==> config.mk <==
export PLATFORM = sky130hd
export DESIGN_NAME = gcd_check_sink
export DESIGN_NICKNAME = d
export VERILOG_FILES = /design/src/rtl/gcd_check_sink.sv
export SDC_FILE = /design/constraint.sdc
export NUM_CORES = 1
export LEC_CHECK = 0
export ABC_AREA = 1
export BUFFER_PORTS_ARGS = -buffer_cell sky130_fd_sc_hd__buf_4
export CORE_MARGIN = 3
export CORE_UTILIZATION = 45
export CTS_BUF_LIST = sky130_fd_sc_hd__clkbuf_8
export DETAILED_ROUTE_END_ITERATION = 16
export PLACE_DENSITY = 0.73
export SLEW_MARGIN = 25
export SYNTH_ARGS = -nofsm -noshare
export SYNTH_HDL_FRONTEND = slang
export SYNTH_SLANG_ARGS = --single-unit
==> constraint.sdc <==
create_clock -name clk -period 6.35 [get_ports clk]
set_input_delay 0.9525 -clock clk [delete_from_list [all_inputs] [get_ports clk]]
set_output_delay 0.9525 -clock clk [all_outputs]
set_load 0.01 [all_outputs]
==> src/rtl/gcd_check_sink.sv <==
// Response-checking sink: loads a table of expected responses, accepts responses
// over val/rdy (optionally LFSR-throttled) and reports pass/fail/timeout.
module gcd_check_sink #(
    parameter int unsigned p_nbits   = 16,
    parameter int unsigned p_nmsgs   = 4,
    parameter int unsigned p_stall   = 0,
    parameter logic [15:0] p_seed    = 16'hACE1,
    parameter int unsigned p_timeout = 1024
) (
    input  logic                                        clk,
    input  logic                                        reset,
    input  logic                                        exp_wen,
    input  logic [((p_nmsgs > 1) ? $clog2(p_nmsgs) : 1)-1:0] exp_waddr,
    input  logic [p_nbits-1:0]                          exp_wdata,
    input  logic                                        start,
    input  logic                                        resp_val,
    output logic                                        resp_rdy,
    input  logic [p_nbits-1:0]                          resp_msg,
    output logic                                        done,
    output logic                                        pass,
    output logic                                        timed_out,
    output logic [$clog2(p_nmsgs+1)-1:0]                err_count,
    output logic [((p_nmsgs > 1) ? $clog2(p_nmsgs) : 1)-1:0] first_err_idx
);

    localparam int unsigned AW = (p_nmsgs > 1) ? $clog2(p_nmsgs) : 1;
    localparam int unsigned EW = $clog2(p_nmsgs + 1);
    localparam int unsigned WW = $clog2(p_timeout + 1);

    typedef enum logic [1:0] {
        LOAD    = 2'd0,
        RUN     = 2'd1,
        DONE    = 2'd2,
        TIMEOUT = 2'd3
    } state_t;

    state_t              state;
    logic [AW-1:0]       idx;
    logic [WW-1:0]       watchdog;
    logic [15:0]         lfsr;
    logic [p_nbits-1:0]  exp_table [p_nmsgs];

    logic                accept;
    logic                hit;
    logic                waddr_ok;
    logic                lfsr_fb;
    logic                wd_expired;

    // Fibonacci LFSR, taps 16,14,13,11 in right-shift form
    assign lfsr_fb    = lfsr[0] ^ lfsr[2] ^ lfsr[3] ^ lfsr[5];
    assign resp_rdy   = (state == RUN) && ((p_stall == 0) || lfsr[0]);
    assign accept     = resp_val && resp_rdy;
    assign hit        = (resp_msg == exp_table[idx]);
    assign waddr_ok   = (32'(exp_waddr) < p_nmsgs);
    assign wd_expired = ((32'(watchdog) + 32'd1) >= p_timeout);

    assign done      = (state == DONE) || (state == TIMEOUT);
    assign pass      = (state == DONE) && (err_count == '0);
    assign timed_out = (state == TIMEOUT);

    // Expected table deliberately has no reset so a test can be rerun without reloading
    always_ff @(posedge clk) begin
        if (state == LOAD && exp_wen && waddr_ok) begin
            exp_table[exp_waddr] <= exp_wdata;
        end
    end

    always_ff @(posedge clk) begin
        if (reset) begin
            state         <= LOAD;
            idx           <= '0;
            err_count     <= '0;
            first_err_idx <= '0;
            watchdog      <= '0;
            lfsr          <= p_seed;
        end else begin
            case (state)
                LOAD: begin
                    if (start) begin
                        state    <= RUN;
                        watchdog <= '0;
                    end
                end
                RUN: begin
                    lfsr <= {lfsr_fb, lfsr[15:1]};
                    // An accept on the expiry cycle wins over the timeout
                    if (accept) begin
                        watchdog <= '0;
                        if (!hit) begin
                            err_count <= err_count + EW'(1);
                            if (err_count == '0) begin
                                first_err_idx <= idx;
                            end
                        end
                        if (idx == AW'(p_nmsgs - 1)) begin
                            state <= DONE;
                        end else begin
                            idx <= idx + AW'(1);
                        end
                    end else if (wd_expired) begin
                        state <= TIMEOUT;
                    end else begin
                        watchdog <= watchdog + WW'(1);
                    end
                end
                DONE, TIMEOUT: begin
                end
                default: state <= LOAD;
            endcase
        end
    end

endmodule
## Yosys cells after proc, flatten, opt, wreduce, memory -nomap -nowiden

Memories as Yosys holds them, arrays and structs flattened. A register that Yosys moved wholly into a read port is not among the register bits.
Cells that the tools add are included.

| word-level totals | value |
|---|---|
| register bits after elaboration | 20 |
| bits in writable memories | 64 |
| word-level logic and storage cells | 47 |
| memories kept | 1 |

Memories:

| memory | words | width | read ports | clocked after Yosys merged registers in | write ports | RTL line | RTL |
|---|---|---|---|---|---|---|---|
| exp_table | 4 | 16 | 1 | 1 | 1 | 41 | `logic [p_nbits-1:0] exp_table [p_nmsgs];` |

| cells by class | value |
|---|---|
| add/subtract/negate cells | 4 |
| $lt $le $gt $ge | 1 |
| equality and inequality tests | 9 |
| muxes and demuxes | 13 |
| bitwise gates (word level) | 2 |
| reductions and logical operators | 12 |

Operators by type and width:

| operator | number |
|---|---|
| $mux 11 | 3 |
| $pmux 11 s2 | 1 |
| $eq 16x16->1 | 1 |
| $add 11x1->12 const B | 1 |
| $ge 12x11->1 const B | 1 |
| $mux 2 | 6 |
| $add 11x1->11 const B | 1 |
| $reduce_and 3->1 | 3 |
| $reduce_and 4->1 | 2 |
| $eq 2x2->1 const B | 3 |
| $pmux 2 s2 | 1 |
| $add 3x1->3 const B | 1 |
| $logic_and 1x1->1 | 3 |
| $logic_not 3->1 | 1 |
| $ne 3x1->1 const B | 1 |
| $ne 3x2->1 const B | 1 |
| $ne 3x3->1 const B | 1 |
| $add 2x1->2 const B | 1 |
| $eq 2x1->1 const B | 1 |
| $logic_not 2->1 | 1 |
| $mux 1 | 2 |
| $ne 2x2->1 const B | 1 |
| $not 1->1 | 2 |
| $reduce_bool 2->1 | 1 |
| $logic_or 1x1->1 | 1 |

## Depth between registers and ports, before layout

| logic depth | value |
|---|---|
| depth after elaboration | 5 |
| mapped depth | 16 |
| gate-level depth less buffers | 14 |

## Worst setup path after synthesis

OpenSTA, ideal clock, no wires.

| timing path | value |
|---|---|
| path kind | input to register |
| start | input port exp_wen |
| end | memory exp_table[0][0] (enable) |
| data arrival time | 2174 ps |
| required time | 5941 ps |
| setup slack | 3766 ps |
| stages | 2 |
| path buffers | 0 |
| path through | nand2_1 -> nor3_1 |

| on the way | value |
|---|---|
| cells in the longest elaborated chain, start to end | 3 |

RTL lines:

| element | RTL line | RTL |
|---|---|---|
| start, declared | 12 | `input logic exp_wen,` |
| $logic_and 1x1->1 | 63 | `if (state == LOAD && exp_wen && waddr_ok) begin` |
| $mux 1 | 63 |  |
| $mux 1 (not written as such) | 64 | `exp_table[exp_waddr] <= exp_wdata;` |
| end, declared | 41 |  |

No other way between the ends.

## Final worst setup path

| timing path | value |
|---|---|
| start | register err_count[0] |
| end | output port pass |

| on the way | value |
|---|---|
| cells in the longest elaborated chain, start to end | 2 |

RTL lines:

| element | RTL line | RTL |
|---|---|---|
| start, declared | 22 | `output logic [$clog2(p_nmsgs+1)-1:0] err_count,` |
| start signal, assigned | 90 | `err_count <= err_count + EW'(1);` |
| $logic_not 3->1 | 58 | `assign pass = (state == DONE) && (err_count == '0);` |
| $logic_and 1x1->1 | 58 |  |
| end, declared | 20 | `output logic pass,` |

No other way between the ends.

==> metrics.txt <==
status=complete, no violations; DR iter-0 viols=100; Pleak=1.90 nW; share of layout cells above drive strength 1=0.206; register area share after synthesis=0.585; Worst R2R Path Depth=13; Layout Cells excl Fill=580; GRT overflow=0; switch share=0.285; multiplexer share of the synthesized area=0; H-tree levels=3; fin nets=513; most common cell type on the critical path=inv_1; largest family of logic cells by synthesized area=simple AND/OR/NAND/NOR gates; global-route usage over all layers=0.166; slowest cell on the critical path=dfxtp_1; post-CTS sizing=0; Max FO, Critical Path=4; RSZ-0062 raised after global routing=no; Synth Area in Compound Gates=0.0363; Reg power frac=0.495; setup total negative slack=0 ps; clock sinks=86; Clock Latency Late Sink=~360 ps; die footprint=10100 um^2; Layout Skew=approximately 6.6 ps; most common cell after layout, fill and taps aside=nand2_1; mapped cell area=a little over 4000 um^2; first-pass GRT wire length=13000 um; syn_nets=~460; TritonRoute pass-1 iters=4; CTS Buf Count=9; Slew @ Worst Pin=822 ps; Std-Cell Rows=33; Max-cap violations=0; Post-route DRC=0; number of port buffers=47; max incr delay on CP=~350 ps; Avg Inst Size Synth=9.58 um^2; critical path class=flip-flop to output pin; routed vias/inst=5.10; pins over their slew limit=0; combinational share of power=0.192; WHS Path Cells=2; core area=8460 um^2; P&R area growth vs syn=15.7%; Synth Register Bits=86; Yosys warning count=0; clock root buffer=clkbuf_8; HP Class=flip-flop to flip-flop; die height=101 um; boundary pin count=between 40 and 50; Max Clock Freq=442 MHz; commonest cells after routing, fill and taps aside=nand2_1, edfxtp_1, buf_4; final setup vio count=0; Routed WL=7890 um; Worst Path Required=between 5000 and 6000 ps; initial antenna violation count=0; Clk pwr share=0.313; Post-Syn Instances=421; relative slew slack=0.452; cts hold-fix bufs=0; min Tclk post-route=2260 ps; Starting Density=0.477; Diodes inserted=0; Synth Area in Simple Gates=0.290; HPWL Detailed=roughly 5400 um; vias in the first global route=roughly 2900; routed len/inst=13.6 um; adder-cell share of the synthesized area=0.0124; RD Place Congestion=0.820; count of final hold-check violations=0; Post-CTS Setup Inserts=0; pin count of the biggest net entering global routing=34; nature of the critical path endpoint=output pin; VDD IR max=approximately 0.12 mV; die width=101 um; Unique masters post-synth=30; clock buffer depth=2; placed cells=564; Setup crit start kind=flip-flop; Critical Path AT=1310 ps; XOR/XNOR Fraction of Synth Area=0.0130; worst path cell trace=inv_1, ha_1, inv_1, nor4_1, buf_4; Tcrit/Tclk final=0.356; Reg clk slew, reported paths=90 ps; Final ANT Viol Nets=0; PD cells=287 nW/um^2; via count=2959; Int Power=approximately 0.00096 W; P_sw=0.000382 W; CTS tree=built
flip-flops by register name, indices dropped and copies added, names as in the netlist, named ones only:
name,cells
err_count,3
exp_table,64
first_err_idx,2
idx,2
state,2
watchdog,11
logic make-up after synthesis:
family / after synthesis
simple gates: 251
flops: 86
buf+inv: 45
compound gates: 29
xor+xnor: 6
fa+ha+maj: 4
metrics by stage:
stage | setup WS [ps] | total power (W) | util | hold slack, ps | cell area [um^2]
after floorplan | 3770 | 0.000868 | - | 448 | 4040
after global placement | 4150 | 0.000927 | 0.525 | 462 | 4450
after detailed placement | 4110 | 0.000935 | 0.525 | 465 | 4450
after CTS | 4060 | 0.00135 | 0.552 | 479 | 4670
after global routing | 3840 | 0.00141 | 0.552 | 493 | 4670
final | 4090 | 0.00134 | 0.552 | 479 | 4670
final cells by class:
type / count / area (um^2)
well taps: 105 / 131
clock buffers: 9 / 124
flip-flops and latches: 86 / 2360
repair buffers: 52 / 390
inverters: 31 / 126
fillers: 725 / 3800
multi-input cells: 290 / 1440
clock inverters: 7 / 96.3
path summary, 6_finish.rpt:
| check | start | end | slack (ps) |
|---|---|---|---|
| hold / removal | watchdog[10] | watchdog[10] | 480 |
| setup reg to reg | flip-flop | first_err_idx[1] | 4100 |
| hold reg to reg | watchdog[10] | watchdog[10] | 480 |
| setup / recovery | err_count[0] | pass | 4090 |
metal layers:
layer,vias to the layer above,wire length (um),GRT usage
met5,-,0,0
met4,0,105,0.0497
met3,11,526,0.0519
met2,79,3830,0.283
met1,1365,3430,0.201
li1,1504,-,-
worst max-delay path, delay by kind of cell, from the launching register on:
| family | cells | cell delay, ps |
|---|---|---|
| fa+ha+maj | 1 | 140 |
| simple gates | 1 | 170 |
| flops | 1 | 350 |
| buf+inv | 3 | 300 |
power by group through the flow:
stage          logic [W]  registers, W  clock network, W
3_5_place_dp    0.000259      0.000676                 0
6_report        0.000258      0.000663          0.000418
4_1_cts         0.000260      0.000663          0.000427
3_3_place_gp    0.000252      0.000675                 0
5_1_grt         0.000295      0.000668          0.000450
2_1_floorplan   0.000200      0.000669                 0
synth_stat cells:
master	n	area (um^2)
inv_4	1	6.26
buf_6	8	90.1
buf_2	1	5.00
or2_2	2	12.5
nand2_4	2	22.5
clkbuf_1	3	11.3
nor3_1	9	45.0
nand2_1	141	529
xnor2_1	1	8.76
nand2_2	9	56.3
inv_8	1	11.3
nor2_1	21	78.8
nor4_1	1	6.26
a21oi_1	18	90.1
nand3b_1	15	113
nand3_1	36	180
buf_8	1	15.0
ha_1	4	50.1
dfxtp_1	22	440
nand3_2	7	70.1
edfxtp_1	64	1920
xor2_1	5	43.8
nor2_4	1	11.3
o21ai_1	1	5.00
inv_1	29	109
nor2_2	4	25.0
a31oi_1	1	6.26
o21ai_0	9	45.0
nand4_1	3	18.8
buf_4	1	7.51
Note: power is estimated with default switching activity, not from simulation.
